## src/rtl/alu_cc_pkg.sv

```systemverilog
// Shared op codes and condition-code bit positions for the execute-stage ALU.
package alu_cc_pkg;
  localparam logic [1:0] ALU_ADD = 2'd0;
  localparam logic [1:0] ALU_SUB = 2'd1;
  localparam logic [1:0] ALU_AND = 2'd2;
  localparam logic [1:0] ALU_XOR = 2'd3;

  localparam int CC_ZF = 2;
  localparam int CC_SF = 1;
  localparam int CC_OF = 0;

  // Pack the individual flags into the {ZF,SF,OF} layout.
  function automatic logic [2:0] pack_cc(input logic zf, input logic sf, input logic of);
    logic [2:0] f;
    f = '0;
    f[CC_ZF] = zf;
    f[CC_SF] = sf;
    f[CC_OF] = of;
    return f;
  endfunction
endpackage

```

## src/rtl/alu_cc_pipe_core.sv

```systemverilog
// Combinational Y86-64 ALU: result plus ZF/SF/OF for one operand pair.
module alu_core
  import alu_cc_pkg::*;
#(
  parameter int WIDTH = 64
) (
  input  logic [1:0]       op,
  input  logic [WIDTH-1:0] a,
  input  logic [WIDTH-1:0] b,
  output logic [WIDTH-1:0] r,
  output logic             zf,
  output logic             sf,
  output logic             of
);
  logic am, bm, rm;

  always_comb begin
    r = '0;
    case (op)
      ALU_ADD: r = b + a;
      ALU_SUB: r = b - a;
      ALU_AND: r = a & b;
      ALU_XOR: r = a ^ b;
      default: r = '0;
    endcase
  end

  assign am = a[WIDTH-1];
  assign bm = b[WIDTH-1];
  assign rm = r[WIDTH-1];
  assign zf = (r == '0);
  assign sf = rm;

  // Signed overflow only exists for ADD/SUB; logic ops never overflow.
  always_comb begin
    of = 1'b0;
    case (op)
      ALU_ADD: of = (am == bm) && (rm != am);
      ALU_SUB: of = (am != bm) && (rm != bm);
      default: of = 1'b0;
    endcase
  end
endmodule

```

## src/rtl/alu_cc_pipe.sv

```systemverilog
// Registered ALU stage: single output register with valid/ready and an architectural CC register.
module alu_cc_pipe
  import alu_cc_pkg::*;
#(
  parameter int         WIDTH    = 64,
  parameter logic [2:0] CC_RESET = 3'b100
) (
  input  logic             clk,
  input  logic             rst,
  input  logic             in_valid,
  output logic             in_ready,
  input  logic [1:0]       in_op,
  input  logic [WIDTH-1:0] in_a,
  input  logic [WIDTH-1:0] in_b,
  input  logic             in_set_cc,
  output logic             out_valid,
  input  logic             out_ready,
  output logic [WIDTH-1:0] out_result,
  output logic [2:0]       out_cc,
  output logic [2:0]       cc
);
  logic [WIDTH-1:0] r;
  logic             zf, sf, of;
  logic [2:0]       flags;
  logic             acc;

  alu_core #(.WIDTH(WIDTH)) u_core (
    .op (in_op),
    .a  (in_a),
    .b  (in_b),
    .r  (r),
    .zf (zf),
    .sf (sf),
    .of (of)
  );

  assign flags    = pack_cc(zf, sf, of);
  // Register frees up in the same cycle it drains, so a stream runs without bubbles.
  assign in_ready = !out_valid || out_ready;
  assign acc      = in_valid && in_ready;

  always_ff @(posedge clk) begin
    if (rst) begin
      out_valid  <= 1'b0;
      out_result <= '0;
      out_cc     <= '0;
      cc         <= CC_RESET;
    end else begin
      if (acc) begin
        out_valid  <= 1'b1;
        out_result <= r;
        out_cc     <= flags;
        if (in_set_cc) cc <= flags;
      end else if (out_ready) begin
        out_valid <= 1'b0;
      end
    end
  end
endmodule

```

## config.mk

```make
export PLATFORM = sky130hd
export DESIGN_NAME = alu_cc_pipe
export DESIGN_NICKNAME = d
export VERILOG_FILES = /design/src/rtl/alu_cc_pkg.sv /design/src/rtl/alu_cc_pipe_core.sv /design/src/rtl/alu_cc_pipe.sv
export SDC_FILE = /design/constraint.sdc
export NUM_CORES = 1
export LEC_CHECK = 0
export ABC_AREA = 1
export BUFFER_PORTS_ARGS = -buffer_cell sky130_fd_sc_hd__clkbuf_2
export CORE_UTILIZATION = 64
export CTS_CLUSTER_SIZE = 25
export DETAILED_ROUTE_END_ITERATION = 6
export PLACE_DENSITY = 0.95
export SLEW_MARGIN = 20
export SYNTH_ARGS = -nofsm -noshare
export SYNTH_HDL_FRONTEND = slang
export SYNTH_SLANG_ARGS = --single-unit
```

## constraint.sdc

```tcl
create_clock -name clk -period 6.1 [get_ports clk]
set_clock_uncertainty 0.15 [all_clocks]
set_input_delay 0.61 -clock clk [delete_from_list [all_inputs] [get_ports clk]]
set_output_delay 0.61 -clock clk [all_outputs]
set_load 0.05 [all_outputs]
```

; ---- Word-level counts from Yosys, hierarchy flattened
; Index checks and enable logic that the tools add are counted.
[op_classes]
n_reduce_logical = 9
eq_ne = 7
n_addsub = 2
mux = 4
bitwise_logic = 2
[ops]
columns = operator, n
row1 = $pmux W64 S4, 1
row2 = $add A64 B64 Y64, 1
row3 = $and A64 B64 Y64, 1
row4 = $logic_not A64 Y1, 1
row5 = $sub A64 B64 Y64, 1
row6 = $xor A64 B64 Y64, 1
row7 = $eq A2 B2 Y1 const B, 2
row8 = $logic_and A1 B1 Y1, 3
row9 = $ne A1 B1 Y1, 3
row10 = $eq A2 B1 Y1 const B, 1
row11 = $logic_not A2 Y1, 1
row12 = $mux W1, 2
row13 = $pmux W1 S2, 1
row14 = $reduce_and A2 Y1, 1
row15 = $reduce_bool A2 Y1, 1
row16 = $eq A1 B1 Y1, 1
row17 = $logic_not A1 Y1, 1
row18 = $logic_or A1 B1 Y1, 1
[word_totals]
wordCells = 28
in_bits = 135
reg_bits = 71
out_inout_bits = 72

; ---- Depth between registers and ports, before layout
; Gate-level depths: netlist of the first run.
[logic_depth]
word_depth = 5
mapped_depth = 34

; ---- Hierarchy
; From an unflattened synthesis of the first run, not the netlist that was laid out.
[hier_totals]
hier_cells = 2328
area_unflattened_um2 = 12523.3
[by_module_without_submodules]
columns = module, area_each_um2, instances, seq_area_each_um2, cells_per_inst
row1 = alu_core, 10012.1, 1, 0.0, 2011
row2 = alu_cc_pipe, 2511.2, 1, 1421.4, 317

; ---- Worst setup path after synthesis of the first run
; No wires, ideal clock.
[synth_path]
path_type = input -> register
start = input in_a[1]
end = register out_cc[2]
path_stages = 31
path_slack_ps = 2035
required_ps = 5888
arrival_ps = 3852
cell_sequence = inv_1 > ha_1 > inv_1 > nor2_2 > nand4_2 > nor2_2 > nand3_2 > nor2_4 > a21oi_2 > nor2_4 > o21ai_2 > a21oi_2 > o21ai_2 > nor2_2 > xor2_1 > ha_1 > a21oi_1 > o21ai_0 > a21oi_1 > nand2_1 > a21oi_1 > nand2_1 > nand2_1 > nand3_1 > nand2_2 > nand3_1 > nor2_1 > nand3_1 > nor2_2 > nor2_1 > nor2_2
[synth_via]
elab_chain_cells = 3
elab_cells_between_ends = 6
classes_between = add/sub (2) / mux (1) / bitwise (2) / reduce/logical (1)
[synth_lines]
columns = element, line_no
row1 = from (decl), alu_cc_pipe.sv:13  ; input logic [WIDTH-1:0] in_a,
row2 = "$sub A64 B64 Y64, or another cell as far along", alu_cc_pipe_core.sv:21  ; ALU_SUB: r = b - a;
row3 = $pmux W64 S4 (*), alu_cc_pipe_core.sv:19  ; case (op)
row4 = $logic_not A64 Y1 (*), alu_cc_pipe_core.sv:31  ; assign zf = (r == '0);
row5 = to (signal assigned), alu_cc_pipe.sv:52  ; out_cc <= flags;
row6 = to (decl), alu_cc_pipe.sv:19  ; output logic [2:0] out_cc,
; Every way passes the cells marked *; elsewhere a longest branch is shown, timed or not.
; A chain may end at the register's enable or synchronous reset.

; ---- Worst setup path after layout of the first run
[layout_path]
start = input in_a[0]
end = register out_cc[2]
; The elaborated chain is that of the path after synthesis.

==> flow_metrics.py, run 1 <==
metrics = {
    "final_layout": {
        "antenna_cells": 0,
        "fillers": 1684,
        "drive_gt1_share_pct": 12.3,
        "syn2layout_area_growth_pct": 12.0,
        "multi_input_area_sq_um": 9360,
        "register_area_sq_um": 1400,
        "final_nets": 2837,
    },
    "routing": {
        "antenna_left": 0,
        "wl_microns": 43400,
        "detail_route.vias_per_cell": 5.76,
        "routedWlPerCell_microns": 15.3,
        "drt_first_pass_iters": 7,
        "via_count": 16400,
        "first_iter_violations": 2296,
        "drc": 25,
    },
    "worst_setup_path": {
        "rrSetupSlack_ps": 3750,
        "worstSetupStartpointType": "input port",
        "crit_top_cell": "nor2_2",
        "cp_slowest_cell": "ha_1",
        "crit_required_ps": 6210,
        "arrival_ps": 5160,
        "r2r_end": "out_result[10]",
        "critPathMaxFanout": 5,
        "crit_buf_inv": 6,
        "crit_type": "input port to flop",
        "worst_path_largest_cell_delay_ps": 300,
        "crit_path_end_kind": "flop",
        "rr_startpoint": "out_valid",
        "crit_family": "simple AND/OR/NAND/NOR gates",
        "reg2reg_depth": 8,
    },
    "floorplan": {
        "initial_core_util_pct": 65.3,
        "rows": 51,
        "die_height_microns": 143,
        "die_w_microns": 143,
        "num_io_pins": 207,
        "die_area_sq_um": 20500,
        "core_sq_um": 19500,
    },
    "synthesis": {
        "synth_cell_types": 46,
        "syn_area_sq_um": 12800,
        "syn_inst": 2402,
        "ys_async_sr_fraction_pct": 0,
        "yosysSeqAreaShare_pct": 11.0,
        "synth_warnings": 0,
        "synth_edf_count": 0,
        "synth-seq-cells": 70,
        "syn_nets": 2666,
        "avgSynthCellArea_sq_um": 5.31,
        "ys.flop_type": "dfxtp_1",
    },
    "pwr": {
        "p_seq_share_pct": 20.2,
        "power.density_nw_per_um2": 184,
        "p_comb_share_pct": 58.4,
        "sw_frac_of_total_pct": 49.6,
        "leakagePower_uw": 0.00861,
        "pwr-share-clk_pct": 21.4,
        "power_switching_uw": 1300,
        "peakVddDrop_mv": 0.158,
        "internal_power_uw": 1320,
    },
    "clock_tree": {
        "path_clk_slew_ps": 60,
        "cts_made_buffers": 9,
        "cts_tree": "built",
        "cts_resized": 0,
        "clock_sink_count": 70,
        "clock_path_buffers": 2,
        "insertion_delay_ps": 330,
        "cts-root-buf": "clkbuf_16",
        "htree_levels": 3,
        "hold_buffers": 0,
        "postCtsSetupBuffers": 0,
    },
    "sta": {
        "fin_crit_sh_pct": 82.7,
        "setup_viol": 0,
        "max_freq_mhz": 198,
        "tightest_slew_ps": 920,
        "slew_headroom_pct": 38.7,
        "hold_ws_ps": 324,
        "drv_slew": 0,
        "hold_viol": 0,
        "setup_tns_ps": 0,
        "rsz0062_at_grt": "false",
        "min_period_ps": 5040,
    },
    "hold_path": {
        "whs_endpoint": "out_result[1]",
        "holdCritStartpoint": "out_result[1]",
        "hold_path_depth": 2,
        "hold_class": "flop to flop",
    },
    "global_routing": {
        "grt_max_degree": 91,
        "grt_overflow": 0,
        "grt_pass1_wl_microns": 68100,
        "track_usage_pct": 41.9,
        "antenna_found_initial": 2,
        "grt_pass1_vias": 14200,
    },
    "outcome": {
        "violations": "design-rule violations",
        "status": "finished with violations",
    },
    "job": {
        "drv_cap": 0,
    },
    "placement": {
        "place.gp.congestion": 1.22,
        "port_buffers": 206,
        "detailed_place_hpwl_microns": 35600,
    },
}
==> cells by family (layout without fill, tap and decap cells) <==
logic type	after synthesis	in the layout	synth area share, %
buffers and inverters	526	702	15.6
DFF	70	70	11.0
and+or+nand+nor	1407	1407	47.0
xor gates and xnor gates	64	64	4.40
AOI/OAI and AO/OA	206	206	9.25
adders and majority gates	129	129	12.7
==> cell usage after synthesis (4+ instances only) <==
cell	count	area share, %
a21oi_1	77	3.0
a21oi_2	4	0.27
and2_1	4	0.20
buf_1	12	0.35
buf_2	11	0.43
clkbuf_1	30	0.88
dfxtp_1	70	11
ha_1	128	13
inv_1	455	13
inv_2	16	0.47
nand2_1	769	23
nand2_2	24	1.2
nand3_1	199	7.8
nand3_2	6	0.47
nand3b_1	32	1.9
nand4_1	16	0.78
nor2_1	291	8.6
nor2_2	21	1.0
nor2_4	4	0.35
nor3_1	17	0.67
nor3_2	4	0.31
nor4_1	14	0.69
o211ai_1	20	1.2
o21ai_0	74	2.9
o21bai_1	12	0.71
xnor2_1	19	1.3
xor2_1	45	3.1
==> worst max-delay path by stage <==
stage,from,slack (ps),end,cells after the start
2_1_floorplan,in_a[1],2040,out_cc[2],31
3_3_place_gp,in_a[0],1170,out_cc[2],29
3_5_place_dp,in_a[0],1010,out_cc[2],34
4_1_cts,in_a[0],1280,out_cc[2],34
5_1_grt,in_a[0],820,out_cc[2],34
6_report,in_a[0],1060,out_cc[2],34
==> area by class of cell <==
cell class / instances / share of cell area [%]
multi-input combinational: 1806 / 65.6
timing repair buffer: 214 / 7.64
clock inverter: 6 / 0.596
sequential: 70 / 9.81
inverter: 472 / 12.4
tap: 265 / 2.32
clock buffer: 10 / 1.67
==> power groups by stage <==
stage                     Combinational [uW]  Sequential (uW)  Clock (uW)
final                                   1530              530         560
after global placement                  1420              537           0
after detailed placement                1460              538           0
after CTS                               1470              529         563
after floorplan                          902              683           0
after global routing                    1670              533         581
==> cells in the final DEF (no fill, tap or decap), types with 12 or more instances in the layout <==
cell type	instances
a21oi_1	77
clkbuf_2	206
dfxtp_1	70
ha_1	128
inv_1	455
inv_2	16
nand2_1	769
nand2_2	24
nand3_1	199
nand3b_1	32
nand4_1	16
nor2_1	291
nor2_2	20
nor3_1	17
nor4_1	14
o211ai_1	20
o21ai_0	74
o21bai_1	12
xnor2_1	19
xor2_1	45
==> tightest hold or removal path, stage by stage, from the launching register on <==
cell and delay, ps:
dfxtp_1 310, nand2_1 60, a21oi_1 60
==> routing by layer <==
layer  GRT usage [%]  vias up  part of all wire (%)  wire length [microns]
met2            63.9     1233                    40                  17400
met5               0        -                     0                      0
met1            55.4     7111                    40                  17200
met3            10.5      230                    15                   6650
li1                -     7796                     -                      -
met4            18.1        0                   5.0                   2190
==> flip-flops by register name, indices dropped and copies added, names as in the netlist <==
register	cells
out_result	63
out_valid	1
out_cc	3
cc	3
==> per-stage QoR <==
stage / std cells / power [uW] / setup slack, ps / util [%] / area [sq um]
floorplan: 2402 / 1580 / 2040 / - / 12800
global placement: 2827 / 1950 / 1170 / 71.5 / 14000
detailed placement: 2827 / 2000 / 1010 / 71.5 / 14000
CTS: 2843 / 2560 / 1280 / 73.2 / 14300
global route: 2843 / 2780 / 817 / 73.2 / 14300
finish: 2843 / 2620 / 1060 / 73.2 / 14300
Note: power is estimated with default switching activity, not from simulation.
==> inputs of run 2 (changes only) <==
- CORE_UTILIZATION: 64 -> 54
- PLACE_DENSITY: 0.95 -> 0.89
- clock period: 6.1 -> 4.1 ns (I/O delays scaled with it)
==> flow_metrics.py, run 2 (same netlist as run 1, synthesis figures left out) <==
metrics = {
    "outcome": {
        "status": "finished with violations",
        "violations": "design-rule violations, negative setup slack",
    },
    "final_layout": {
        "drive_gt1_share_pct": 29.4,
        "fillers": 1764,
        "final_nets": 3193,
        "final_cell_mix": "nand2_1 (729), inv_1 (441), buf_4 (349)",
        "reg_top3": "out_result: 63 flops, cc: 3 flops, out_cc: 3 flops",
        "largest_register_ff_count": 63,
        "regMostFlops": "out_result",
        "syn2layout_area_growth_pct": 41.1,
        "multi_input_area_sq_um": 10300,
        "layout.cells.non_filler": 3247,
        "antenna_cells": 0,
        "layout_commonest_cell": "nand2_1",
        "register_area_sq_um": 1400,
    },
    "sta": {
        "timing.final.ws_setup_ps": -466,
        "setup_viol": 8,
        "max_freq_mhz": 219,
        "tightest_slew_ps": 992,
        "min_period_ps": 4570,
        "hold_viol": 0,
        "fin_crit_sh_pct": 111,
        "rsz0062_at_grt": "true",
        "drv_slew": 0,
        "slew_headroom_pct": 33.9,
    },
    "global_routing": {
        "grt_overflow": 0,
        "antenna_found_initial": 3,
        "grt_pass1_vias": 16200,
        "grt_max_degree": 71,
        "track_usage_pct": 45.4,
        "grt_pass1_wl_microns": 85800,
    },
    "placement": {
        "detailed_place_hpwl_microns": 45000,
        "post-place-cells": 3209,
        "port_buffers": 206,
        "place.gp.congestion": 1.06,
    },
    "pwr": {
        "power.total_uw": 4590,
        "peakVddDrop_mv": 0.269,
        "power.density_nw_per_um2": 255,
        "leakagePower_uw": 0.0106,
    },
    "worst_setup_path": {
        "arrival_ps": 4670,
        "cp_slowest_cell": "ha_1",
        "critPathMaxFanout": 4,
        "crit_type": "input port to flop",
        "crit_path_end_kind": "flop",
        "worst_path_largest_cell_delay_ps": 330,
        "crit_buf_inv": 8,
        "worstSetupStartpointType": "input port",
        "rr_startpoint": "out_valid",
        "r2r_end": "out_result[37]",
        "crit_top_cell": "nand2_1",
        "crit_required_ps": 4200,
        "reg2reg_depth": 9,
        "rrSetupSlack_ps": 1360,
        "crit_family": "simple AND/OR/NAND/NOR gates",
    },
    "floorplan": {
        "num_io_pins": 207,
        "core_sq_um": 22900,
        "rows": 55,
        "initial_core_util_pct": 55.6,
        "die_height_microns": 156,
        "die_w_microns": 156,
        "die_area_sq_um": 24200,
    },
    "routing": {
        "antenna_left": 0,
        "wl_microns": 58600,
        "via_count": 18400,
        "drc": 1,
        "detail_route.vias_per_cell": 5.66,
        "first_iter_violations": 2499,
        "drt_first_pass_iters": 7,
        "routedWlPerCell_microns": 18.1,
    },
    "clock_tree": {
        "path_clk_slew_ps": 60,
        "htree_levels": 3,
        "hold_buffers": 0,
        "clock_path_buffers": 2,
        "cts_made_buffers": 9,
        "cts_tree": "built",
        "cts-root-buf": "clkbuf_16",
        "insertion_delay_ps": 330,
        "clock_sink_count": 70,
    },
    "hold_path": {
        "whs_endpoint": "out_valid",
        "holdCritStartpoint": "out_ready",
        "hold_path_depth": 4,
        "hold_class": "input port to flop",
    },
    "job": {
        "drv_cap": 0,
    },
}
[run 2: area by class of cell]
class                   instances  area share (%)
clock buffers                  10            1.27
clock inverters                 6           0.271
inverters                     472            9.99
flip-flops and latches         70            7.79
multi-input cells            1806            57.1
well taps                     313            2.18
repair buffers                570            21.4
[run 2: metrics by stage]
step	hold slack, ps	TNS, ps	area [sq um]	util (%)	worst slack, ps
detailed placement	329	-16730	16600	72.2	-907
CTS	283	-1530	17300	75.3	-302
floorplan	455	0	12800	-	235
global route	308	-4700	18000	78.5	-581
global placement	304	-12530	16600	72.2	-874
finish	277	-1600	18000	78.5	-466
[run 2: power by group]
group / internal (uW) / switching [uW]
Combinational: 1120 / 1960
Clock: 412 / 305
Sequential: 746 / 44.5
Total: 2280 / 2310
[run 2: tightest hold or removal path: stages]
cell and delay (ps):
clkbuf_2 80, inv_1 40, nand2_1 90, a21oi_1 80
[run 2: timing repair]
action                     CTS  global route
pin swaps                   49            87
setup endpoints to repair   29            41
buffers inserted            13            14
resized for setup           95           188
[run 2: per-layer routing]
| metal | vias to the layer above | part of all wire [%] | GRT usage [%] |
|---|---|---|---|
| met5 | - | 0.026 | 0 |
| met4 | 2 | 4.5 | 14.5 |
| met3 | 247 | 14 | 8.81 |
| met2 | 1393 | 41 | 69.1 |
| met1 | 8227 | 41 | 63.6 |
| li1 | 8504 | - | - |
[run 2: worst max path at each step]
| stage | from | end | slack, ps | depth (start not counted) |
|---|---|---|---|---|
| detailed placement | in_a[2] | out_cc[2] | -910 | 30 |
| global placement | in_a[2] | out_cc[2] | -870 | 30 |
| finish | in_a[0] | out_cc[2] | -470 | 32 |
| floorplan | in_a[1] | out_cc[2] | 240 | 31 |
| global route | in_a[0] | out_cc[2] | -580 | 35 |
| CTS | in_a[1] | out_cc[2] | -300 | 32 |
